File: src/rtl/dcb_pkg.sv
// =============================================================================
// Module      : dcb_pkg
// Description : Shared constants and types for the DCB receive buffer.
// Revision    : 1.0 - initial release
// =============================================================================
`default_nettype none

package dcb_pkg;

    localparam int DCB_DATA_WIDTH = 32;
    localparam int DCB_FIFO_DEPTH = 8;

    // Per-cycle transfer decision: store, hand off to consumer, or discard.
    typedef struct packed {
        logic wr;
        logic rd;
        logic drop;
    } dcb_xfer_t;

endpackage : dcb_pkg

`default_nettype wire

File: src/rtl/dcb_fifo_mem.sv
// =============================================================================
// Module      : dcb_fifo_mem
// Description : Unreset register array, one write port, one async read port.
// Revision    : 1.0 - initial release
// =============================================================================
`default_nettype none

module dcb_fifo_mem #(
    parameter int DATA_WIDTH = 32,
    parameter int DEPTH      = 8,
    parameter int ADDR_W     = $clog2(DEPTH)
) (
    input  logic                  clk,
    input  logic                  i_wr_en,
    input  logic [ADDR_W-1:0]     i_wr_addr,
    input  logic [DATA_WIDTH-1:0] i_wr_data,
    input  logic [ADDR_W-1:0]     i_rd_addr,
    output logic [DATA_WIDTH-1:0] o_rd_data
);

    logic [DATA_WIDTH-1:0] mem_q [DEPTH];

    always_ff @(posedge clk) begin
        if (i_wr_en) begin
            mem_q[i_wr_addr] <= i_wr_data;
        end
    end

    assign o_rd_data = mem_q[i_rd_addr];

endmodule : dcb_fifo_mem

`default_nettype wire

File: src/rtl/dcb_rx_buffer.sv
// =============================================================================
// Module      : dcb_rx_buffer
// Description : Registered FWFT receive FIFO with overflow drop counting.
// Revision    : 1.0 - initial release
// =============================================================================
`default_nettype none

module dcb_rx_buffer
    import dcb_pkg::*;
#(
    parameter int DATA_WIDTH = DCB_DATA_WIDTH,
    parameter int FIFO_DEPTH = DCB_FIFO_DEPTH,
    parameter int CNT_WIDTH  = 16
) (
    input  logic                          dcb_clk,
    input  logic                          dcb_rst_n,
    input  logic                          dcb_in_val,
    input  logic [DATA_WIDTH-1:0]         dcb_in_data,
    output logic                          dcb_out_val,
    output logic [DATA_WIDTH-1:0]         dcb_out_data,
    input  logic                          dcb_out_rdy,
    output logic [$clog2(FIFO_DEPTH):0]   fifo_level,
    output logic                          fifo_full,
    output logic                          fifo_empty,
    output logic [CNT_WIDTH-1:0]          drop_cnt,
    output logic                          ovf_flag,
    input  logic                          ovf_clr
);

    localparam int c_ptr_w = $clog2(FIFO_DEPTH);
    localparam int c_lvl_w = c_ptr_w + 1;
    localparam logic [c_lvl_w-1:0] c_full_lvl = c_lvl_w'(FIFO_DEPTH);

    logic [c_ptr_w-1:0]    wr_ptr_q, wr_ptr_d;
    logic [c_ptr_w-1:0]    rd_ptr_q, rd_ptr_d;
    logic [c_lvl_w-1:0]    level_q, level_d;
    logic [c_lvl_w-1:0]    remaining;
    logic [CNT_WIDTH-1:0]  drop_cnt_q, drop_cnt_d;
    logic                  ovf_q, ovf_d;
    logic [DATA_WIDTH-1:0] out_data_q, out_data_d;
    logic [DATA_WIDTH-1:0] mem_rdata;
    logic                  full;
    dcb_xfer_t             xfer;

    assign full = (level_q == c_full_lvl);

    always_comb begin
        xfer.wr   = dcb_in_val & ~full;
        xfer.rd   = (level_q != '0) & dcb_out_rdy;
        xfer.drop = dcb_in_val & full;

        wr_ptr_d  = wr_ptr_q + c_ptr_w'(xfer.wr);
        rd_ptr_d  = rd_ptr_q + c_ptr_w'(xfer.rd);
        level_d   = level_q + c_lvl_w'(xfer.wr) - c_lvl_w'(xfer.rd);
        remaining = level_q - c_lvl_w'(xfer.rd);

        // Next head comes straight from the input when nothing older survives the edge.
        out_data_d = out_data_q;
        if (xfer.wr && (remaining == '0)) begin
            out_data_d = dcb_in_data;
        end else if (xfer.rd) begin
            out_data_d = mem_rdata;
        end

        drop_cnt_d = drop_cnt_q;
        if (xfer.drop) begin
            if (ovf_clr) begin
                drop_cnt_d = CNT_WIDTH'(1);
            end else if (!(&drop_cnt_q)) begin
                drop_cnt_d = drop_cnt_q + CNT_WIDTH'(1);
            end
        end else if (ovf_clr) begin
            drop_cnt_d = '0;
        end

        ovf_d = xfer.drop | (ovf_q & ~ovf_clr);
    end

    always_ff @(posedge dcb_clk or negedge dcb_rst_n) begin
        if (!dcb_rst_n) begin
            wr_ptr_q   <= '0;
            rd_ptr_q   <= '0;
            level_q    <= '0;
            drop_cnt_q <= '0;
            ovf_q      <= 1'b0;
        end else begin
            wr_ptr_q   <= wr_ptr_d;
            rd_ptr_q   <= rd_ptr_d;
            level_q    <= level_d;
            drop_cnt_q <= drop_cnt_d;
            ovf_q      <= ovf_d;
        end
    end

    always_ff @(posedge dcb_clk) begin
        out_data_q <= out_data_d;
    end

    dcb_fifo_mem #(
        .DATA_WIDTH (DATA_WIDTH),
        .DEPTH      (FIFO_DEPTH),
        .ADDR_W     (c_ptr_w)
    ) u_mem (
        .clk        (dcb_clk),
        .i_wr_en    (xfer.wr),
        .i_wr_addr  (wr_ptr_q),
        .i_wr_data  (dcb_in_data),
        .i_rd_addr  (rd_ptr_d),
        .o_rd_data  (mem_rdata)
    );

    assign dcb_out_val  = (level_q != '0);
    assign dcb_out_data = out_data_q;
    assign fifo_level   = level_q;
    assign fifo_full    = full;
    assign fifo_empty   = (level_q == '0);
    assign drop_cnt     = drop_cnt_q;
    assign ovf_flag     = ovf_q;

endmodule : dcb_rx_buffer

`default_nettype wire

File: config.mk
export PLATFORM = sky130hd
export DESIGN_NAME = dcb_rx_buffer
export DESIGN_NICKNAME = d
export VERILOG_FILES = /design/src/rtl/dcb_pkg.sv /design/src/rtl/dcb_fifo_mem.sv /design/src/rtl/dcb_rx_buffer.sv
export SDC_FILE = /design/constraint.sdc
export NUM_CORES = 1
export LEC_CHECK = 0
export BUFFER_PORTS_ARGS = -buffer_cell sky130_fd_sc_hd__buf_2
export CAP_MARGIN = 20
export CELL_PAD_IN_SITES_DETAIL_PLACEMENT = 0
export CELL_PAD_IN_SITES_GLOBAL_PLACEMENT = 2
export CORE_UTILIZATION = 30
export CTS_BUF_LIST = sky130_fd_sc_hd__clkbuf_2 sky130_fd_sc_hd__clkbuf_4 sky130_fd_sc_hd__clkbuf_8
export DETAILED_ROUTE_END_ITERATION = 6
export PLACE_DENSITY = 0.58
export SETUP_SLACK_MARGIN = 0.1
export SLEW_MARGIN = 20
export SYNTH_ARGS = -nofsm -noshare
export SYNTH_HDL_FRONTEND = slang
export SYNTH_SLANG_ARGS = --single-unit
File: constraint.sdc
create_clock -name dcb_clk -period 8.7 [get_ports dcb_clk]
set_input_delay 1.305 -clock dcb_clk [delete_from_list [all_inputs] [get_ports dcb_clk]]
set_output_delay 1.305 -clock dcb_clk [all_outputs]
set_load 0.005 [all_outputs]
* Yosys cells after proc, flatten, opt, wreduce, memory -nomap -nowiden
Memories as Yosys holds them, arrays and structs flattened.
Index checks and enable logic that the tools add are counted.
** Word-level totals
- Output and inout bits :: 56
- Memory bits (writable) :: 256
- Memories :: 1
- Word-level logic and storage cells :: 38
- Flip-flop bits (word level) :: 59
** Cells by class
- Reduce and logical (&&, ||, !) cells :: 8
- Equal/unequal tests :: 2
- Add/sub/neg operators :: 6
- Bitwise operators :: 7
- Mux-type cells :: 8
** Memories
- u_mem.mem_q :: depth 8, width 32, rd ports 1, clocked after Yosys merged registers in 0, wr ports 1, line dcb_fifo_mem.sv:21 : logic [DATA_WIDTH-1:0] mem_q [DEPTH];
** Operators with widths (number)
- $mux 16 :: 4
- $mux 32 :: 2
- $add 16x1->16 const B :: 1
- $reduce_and 16->1 :: 1
- $logic_not 4->1 :: 2
- $sub 4x1->4 :: 2
- $add 3x1->3 :: 2
- $add 4x1->4 :: 1
- $and 1x1->1 :: 4
- $eq 4x4->1 const B :: 1
- $reduce_bool 2->1 :: 2
- $reduce_bool 4->1 :: 1
- $mux 1 :: 2
- $ne 2x2->1 const B :: 1
- $not 1->1 :: 2
- $reduce_and 2->1 :: 1
- $logic_and 1x1->1 :: 1
- $or 1x1->1 :: 1

* Logic depth before layout (Yosys ltp)
- Depth in word-level cells :: 6
- Depth in mapped cells :: 12

* Cells and area by module
From an unflattened synthesis, not the netlist that was laid out.
** Second synthesis, totals
- Cell total of the unflattened synthesis :: 609
- Area, all modules :: 12782.3 sq um
** Modules (own cells, without submodules)
- dcb_fifo_mem :: area each 9825.7 sq um, instances 1, cells each 383
- dcb_rx_buffer :: area each 2956.6 sq um, instances 1, cells each 226

* Least setup slack after synthesis
Ideal clock, no wire load.
- Path type :: input port to flip-flop
- From :: input dcb_in_val
- To :: memory u_mem.mem_q[0][0], enable pin
- Stages on the path :: 3
- Library setup time :: 501 ps
- Arrival :: 4577 ps
- Path buffers :: 1
- Setup slack :: 3622 ps
- Cells stage by stage :: nand2b_1 > buf_2 > nor4_1
** On the way
- Word-level cells in the longest chain between the ends :: 3
** RTL lines
- from (decl) :: line dcb_rx_buffer.sv:17 : input logic dcb_in_val,
- $and 1x1->1 :: line dcb_rx_buffer.sv:48 : xfer.wr = dcb_in_val & ~full;
- $mux 1 :: line dcb_fifo_mem.sv:24 : if (i_wr_en) begin
- $mux 1 (not written as such) :: line dcb_fifo_mem.sv:25 : mem_q[i_wr_addr] <= i_wr_data;
- to (decl) :: line dcb_fifo_mem.sv:21
No other way between the ends.

* Worst setup path in the final report
- From :: register level_q[2] (netlist: fifo_level[2])
- To :: register out_data_q[26] (netlist: dcb_out_data[26]) (data pin)
** On the way
- Word-level cells in the longest chain between the ends :: 6
- Elaborated cells between the ends (all ways) :: 12
- Classes of those cells :: add/sub: 2; eq/ne: 1; mux: 2; bitwise: 3; reduce/logical: 3; memory: 1
** RTL lines
- from (decl) :: line dcb_rx_buffer.sv:36 : logic [c_lvl_w-1:0] level_q, level_d;
- from (signal assigned) :: line dcb_rx_buffer.sv:89 : level_q <= level_d;
- $reduce_bool 4->1 :: line dcb_rx_buffer.sv:49 : xfer.rd = (level_q != '0) & dcb_out_rdy;
- $and 1x1->1 :: line dcb_rx_buffer.sv:49
- $add 3x1->3 :: line dcb_rx_buffer.sv:53 : rd_ptr_d = rd_ptr_q + c_ptr_w'(xfer.rd);
- via rd_ptr_d[0] :: line dcb_rx_buffer.sv:35 : logic [c_ptr_w-1:0] rd_ptr_q, rd_ptr_d;
- $mem_v2 8x32
- $mux 32 :: line dcb_rx_buffer.sv:61 : end else if (xfer.rd) begin
- $mux 32 :: line dcb_rx_buffer.sv:59 : if (xfer.wr && (remaining == '0)) begin
- via out_data_d[26] :: line dcb_rx_buffer.sv:40 : logic [DATA_WIDTH-1:0] out_data_q, out_data_d;
- to (signal assigned) :: line dcb_rx_buffer.sv:96 : out_data_q <= out_data_d;
- to (decl) :: line dcb_rx_buffer.sv:40
The timed path passes the listed nets, and every way through them passes these cells. The select of a mux whose other input is x is not followed.
A chain may end at the register's enable or synchronous reset.

==> flow_results.org <==
** Run status
- Run status :: complete, but fails checks
- The final reports fail on design-rule violations.

** Clocking
- Clock tree synthesis selected as its root buffer the cell sky130_fd_sc_hd__clkbuf_8.
- Number of setup buffers added after CTS :: 0
- The clock passes through at most 3 buffers.
- For this design, the sink count on the clock tree is 315.
- CTS built an H-tree with a depth of 2.
- TritonCTS clock tree :: done
- After clock tree synthesis, the clock-pin slew on the worst setup and hold paths is 0.06 ns.
- Clock latency on the worst-skew pair, taken at its later pin, is 0.62 ns.
- Post-CTS Hold Buffers :: 0
- Gates resized during post-CTS repair numbered 0.
- In this run, CTS created clock tree buffers numbering 52.

** Floorplan
- Height of the die :: 206 um
- Row generation in the floorplan step produced 74 rows.
- The region available for standard cell placement spans approximately 0.041 mm^2.
- Once the floorplan was initialized, standard cells occupied 30.6% of the core.
- Number of top-level design ports :: 93
- The floorplan step defined a die boundary enclosing 0.0426 mm^2.
- The floorplan step set the die width to between 200 and 250 um.

** Synth
- Synthesis produced between 600 and 700 cells.
- Summing every instance area after synthesis gives 0.0125 mm^2.
- Syn avg cell area :: 20.8 um^2
- Counting distinct cell types in the post-synthesis netlist gives 43.
- Syn_nets :: 655
- Of the synthesized area, sequential elements account for between 70% and 80%.
- Yosys printed 0 warnings.
- In this run, synthesis produced a sequential element count of 315.

** Worst setup path
- Top cell by count, worst path :: sky130_fd_sc_hd__mux2_2
- For this run, the slowest stage of the critical path takes 0.80 ns.
- Worst r2r src :: fifo_level[2]
- Among all stages on the critical path, the largest delay is contributed by sky130_fd_sc_hd__buf_4.
- The critical path is of the reg2reg type.
- Arr. time, crit path :: 4.20 ns
- Critical Path End Type :: flop
- Crit Path Max Fanout :: 45
- Crit path cell chain :: inv_1 -> ha_1 -> nand3_1 -> and2_1 -> ha_4 -> buf_4 -> mux4_2 -> mux2_2 -> mux2_2
- The worst setup path is launched from a flop.
- At the worst endpoint, the required time is 9.06 ns.
- Critical path startpoint :: fifo_level[2]

** Final layout
- Top library cells by usage in the layout, fill and taps aside :: sky130_fd_sc_hd__edfxtp_1, sky130_fd_sc_hd__buf_2, sky130_fd_sc_hd__mux2_2, sky130_fd_sc_hd__mux4_2, sky130_fd_sc_hd__clkbuf_8
- In the final layout, the share of cells above drive strength 1 is a little over two fifths.
- Commonest non-fill, non-tap cell in the layout :: sky130_fd_sc_hd__edfxtp_1
- Count of non-filler cells in the finished layout :: 1314
- The multi-input combinational cells in the finished layout cover a total of approximately 0.0032 mm^2.
- Registers take 0.00932 mm^2.
- Count of filler cells inserted in the layout :: 3837
- At the end of the flow, the number of nets in the layout was 790.
- The area growth from synthesis to layout is 18.3%.
- Final non-filler cell area :: 0.0148 mm^2

** Hold path
- The tightest min-delay check is of the reg2reg type.
- In this run the most critical hold path is launched from ovf_flag.

** STA
- Fraction of the cycle the final worst path needs :: 44.2%
- Shortest clock period the worst path allows after layout :: 3.85 ns
- Post-Route Skew :: around 0.015 ns
- Setup slack closes at 4.85 ns.
- At the pin with the least slew margin, the transition time is 1.02 ns.
- Final number of hold-violating endpoints :: 0
- Final Max Slew Viols :: 0
- Setup repair after global routing left no endpoint under its margin.
- Number of setup violations in the final report :: 0
- Headroom to the max-slew limit came out at 32.1%.
- Maximum achievable frequency :: 260 MHz
- Total negative slack :: 0 ns

** Routing
- In this run the remaining antenna-violating nets after routing total 0.
- The final route contains 6222 vias.
- Before antenna repair, the detailed router went through 7 iterations.
- After detailed routing, the number of vias per cell comes to 4.74.
- Number of remaining DRC errors :: 10
- Routed length per instance :: 21.1 um
- Initial drt markers :: 304
- Drt total wl :: about 28 mm

** Place
- Final weighted congestion in routability-driven placement :: 0.684
- Port Buf Inserts :: 92
- Placed standard-cell area :: 0.0138 mm^2
- Before CTS, the worst setup slack after placement is 4.19 ns.
- Placed Cells :: 1217
- Detail Placement HPWL :: 14.8 mm

** GRT
- GR Util met2 :: 22.9%
- Most heavily used metal layer in global routing :: met2
- The first global-routing pass estimated 41.6 mm of wire.
- Global Route met3 Usage :: 3.85%
- Global routing used 16.6% of the available met1 tracks.
- Global-route total usage across every layer :: 13.5%
- Number of antenna violations at the first check in global routing :: 3
- Total overflow reported by the global router :: 0
- The via count of the first global-routing pass was 6792.
- Maximum number of pins on one net before global-route repair :: 66

** Power and ir drop
- The clock network accounts for 26.0% of the total power.
- Gate power share :: 32.8%
- Power spread over the standard cell area amounts to 347 mW/mm^2.
- Of the total power, the share spent switching nets is about 29%.
- Registers are responsible for roughly 41% of the overall power.
- The internal power of the cells totals 3.67 mW.
- Leakage power of the design :: 5.04 nW
- Psw :: 1.48 mW
- VDD sags by at most 0.257 mV.

** Run
- Count of max-cap constraint violations :: 0
==> final timing paths <==
| kind | slack (ns) | cells after the start | to |
|---|---|---|---|
| min in group asynchronous | 0.75 | 1 | drop_cnt[4] |
| hold reg to reg | 0.48 | 1 | ovf_flag |
| hold / removal | 0.48 | 1 | ovf_flag |
| setup / recovery | 4.85 | 9 | dcb_out_data[26] |
| setup reg to reg | 4.85 | 9 | dcb_out_data[26] |
| max in group asynchronous | 7.50 | 1 | wr_ptr_q[0] |
==> cell families (layout without fill, tap and decap cells) <==
kind of cell    after synthesis  in the layout  synth area share (%)
compound gates               25             25                  1.26
xor+xnor                      5              5                 0.349
fa+ha+maj                    14             14                  1.46
buf+inv                      37            213                  1.28
flops                       315            315                  74.3
mux                         134            134                  17.8
other cells                   0              2                     0
simple gates                 74             74                  3.55
==> area by class of cell <==
class	instances	share of cell area, %
repair buffers	106	3.81
multi-input cells	252	21.3
clock inverters	26	1.54
inverters	12	0.304
well taps	532	4.49
flip-flops and latches	315	62.9
clock buffers	69	5.69
diodes	2	0.0337
==> flip-flops by register name, indices dropped and copies added (netlist names) <==
register,count
fifo_level,4
u_mem.mem_q,256
dcb_out_data,32
drop_cnt,16
ovf_flag,1
wr_ptr_q,3
rd_ptr_q,3
==> metrics by stage <==
stage               power, mW  hold slack [ns]  utilization, %
global route             5.45            0.508            36.1
CTS                      5.26            0.486            36.1
finish                   5.15            0.483            36.2
detailed placement       3.89            0.470            33.5
floorplan                3.36            0.472               -
global placement         3.87            0.469            33.5
==> power by group through the flow <==
stage	combinational (mW)	clock, mW	sequential [mW]
2_1_floorplan	1.22	0	2.14
3_3_place_gp	1.72	0	2.15
3_5_place_dp	1.74	0	2.16
4_1_cts	1.75	1.39	2.13
5_1_grt	1.85	1.45	2.15
6_report	1.69	1.34	2.12
==> Yosys cell counts <==
| cell | n | area share [%] |
|---|---|---|
| sky130_fd_sc_hd__edfxtp_1 | 288 | 69 |
| sky130_fd_sc_hd__mux2_2 | 69 | 6.2 |
| sky130_fd_sc_hd__mux4_2 | 64 | 11 |
| sky130_fd_sc_hd__dfrtp_1 | 27 | 5.4 |
| sky130_fd_sc_hd__clkbuf_1 | 14 | 0.42 |
| sky130_fd_sc_hd__ha_1 | 13 | 1.3 |
| sky130_fd_sc_hd__nor2_1 | 13 | 0.39 |
| sky130_fd_sc_hd__inv_1 | 12 | 0.36 |
| sky130_fd_sc_hd__nand2_1 | 12 | 0.36 |
| sky130_fd_sc_hd__a21oi_1 | 10 | 0.40 |
| sky130_fd_sc_hd__nor3_1 | 9 | 0.36 |
| sky130_fd_sc_hd__buf_2 | 8 | 0.32 |
| sky130_fd_sc_hd__nand3_1 | 5 | 0.20 |
| sky130_fd_sc_hd__nand4_1 | 5 | 0.25 |
| sky130_fd_sc_hd__nor2b_1 | 4 | 0.20 |
| sky130_fd_sc_hd__o21ai_0 | 4 | 0.16 |
| sky130_fd_sc_hd__xor2_1 | 4 | 0.28 |
| sky130_fd_sc_hd__a211oi_1 | 3 | 0.18 |
| sky130_fd_sc_hd__and2_1 | 3 | 0.15 |
| sky130_fd_sc_hd__buf_4 | 3 | 0.18 |
| sky130_fd_sc_hd__nand2b_1 | 3 | 0.15 |
| sky130_fd_sc_hd__or3_1 | 3 | 0.15 |
| sky130_fd_sc_hd__or4_1 | 3 | 0.18 |
| sky130_fd_sc_hd__and3_1 | 2 | 0.10 |
| sky130_fd_sc_hd__nor3b_1 | 2 | 0.12 |
| sky130_fd_sc_hd__nor4_1 | 2 | 0.10 |
| sky130_fd_sc_hd__o31ai_1 | 2 | 0.12 |
| sky130_fd_sc_hd__or2_2 | 2 | 0.10 |
| sky130_fd_sc_hd__a211o_2 | 1 | 0.080 |
| sky130_fd_sc_hd__a21o_1 | 1 | 0.060 |
| sky130_fd_sc_hd__a31oi_1 | 1 | 0.050 |
| sky130_fd_sc_hd__and4_1 | 1 | 0.070 |
| sky130_fd_sc_hd__and4b_1 | 1 | 0.080 |
| sky130_fd_sc_hd__and4bb_2 | 1 | 0.10 |
| sky130_fd_sc_hd__fa_1 | 1 | 0.16 |
| sky130_fd_sc_hd__mux2i_1 | 1 | 0.080 |
| sky130_fd_sc_hd__nand4bb_4 | 1 | 0.22 |
| sky130_fd_sc_hd__nor4b_4 | 1 | 0.19 |
| sky130_fd_sc_hd__o221ai_1 | 1 | 0.070 |
| sky130_fd_sc_hd__o311ai_0 | 1 | 0.070 |
| sky130_fd_sc_hd__o41ai_1 | 1 | 0.070 |
| sky130_fd_sc_hd__or4_4 | 1 | 0.090 |
| sky130_fd_sc_hd__xnor2_1 | 1 | 0.070 |
==> worst max-delay path: cells and delay by family (launching register included) <==
kind | cells | cell delay, ns
muxes | 3 | 1.14
buffers and inverters | 2 | 0.94
adders and majority gates | 2 | 0.74
DFF | 1 | 0.41
and+or+nand+nor | 2 | 0.34
==> layer usage <==
layer  wire length [um]  vias to the layer above
met5                 24                        -
met4                531                        4
met3               1730                       55
met2              13900                      168
met1              11500                     3241
li1                   -                     2754
Note: power is estimated with default switching activity, not from simulation.
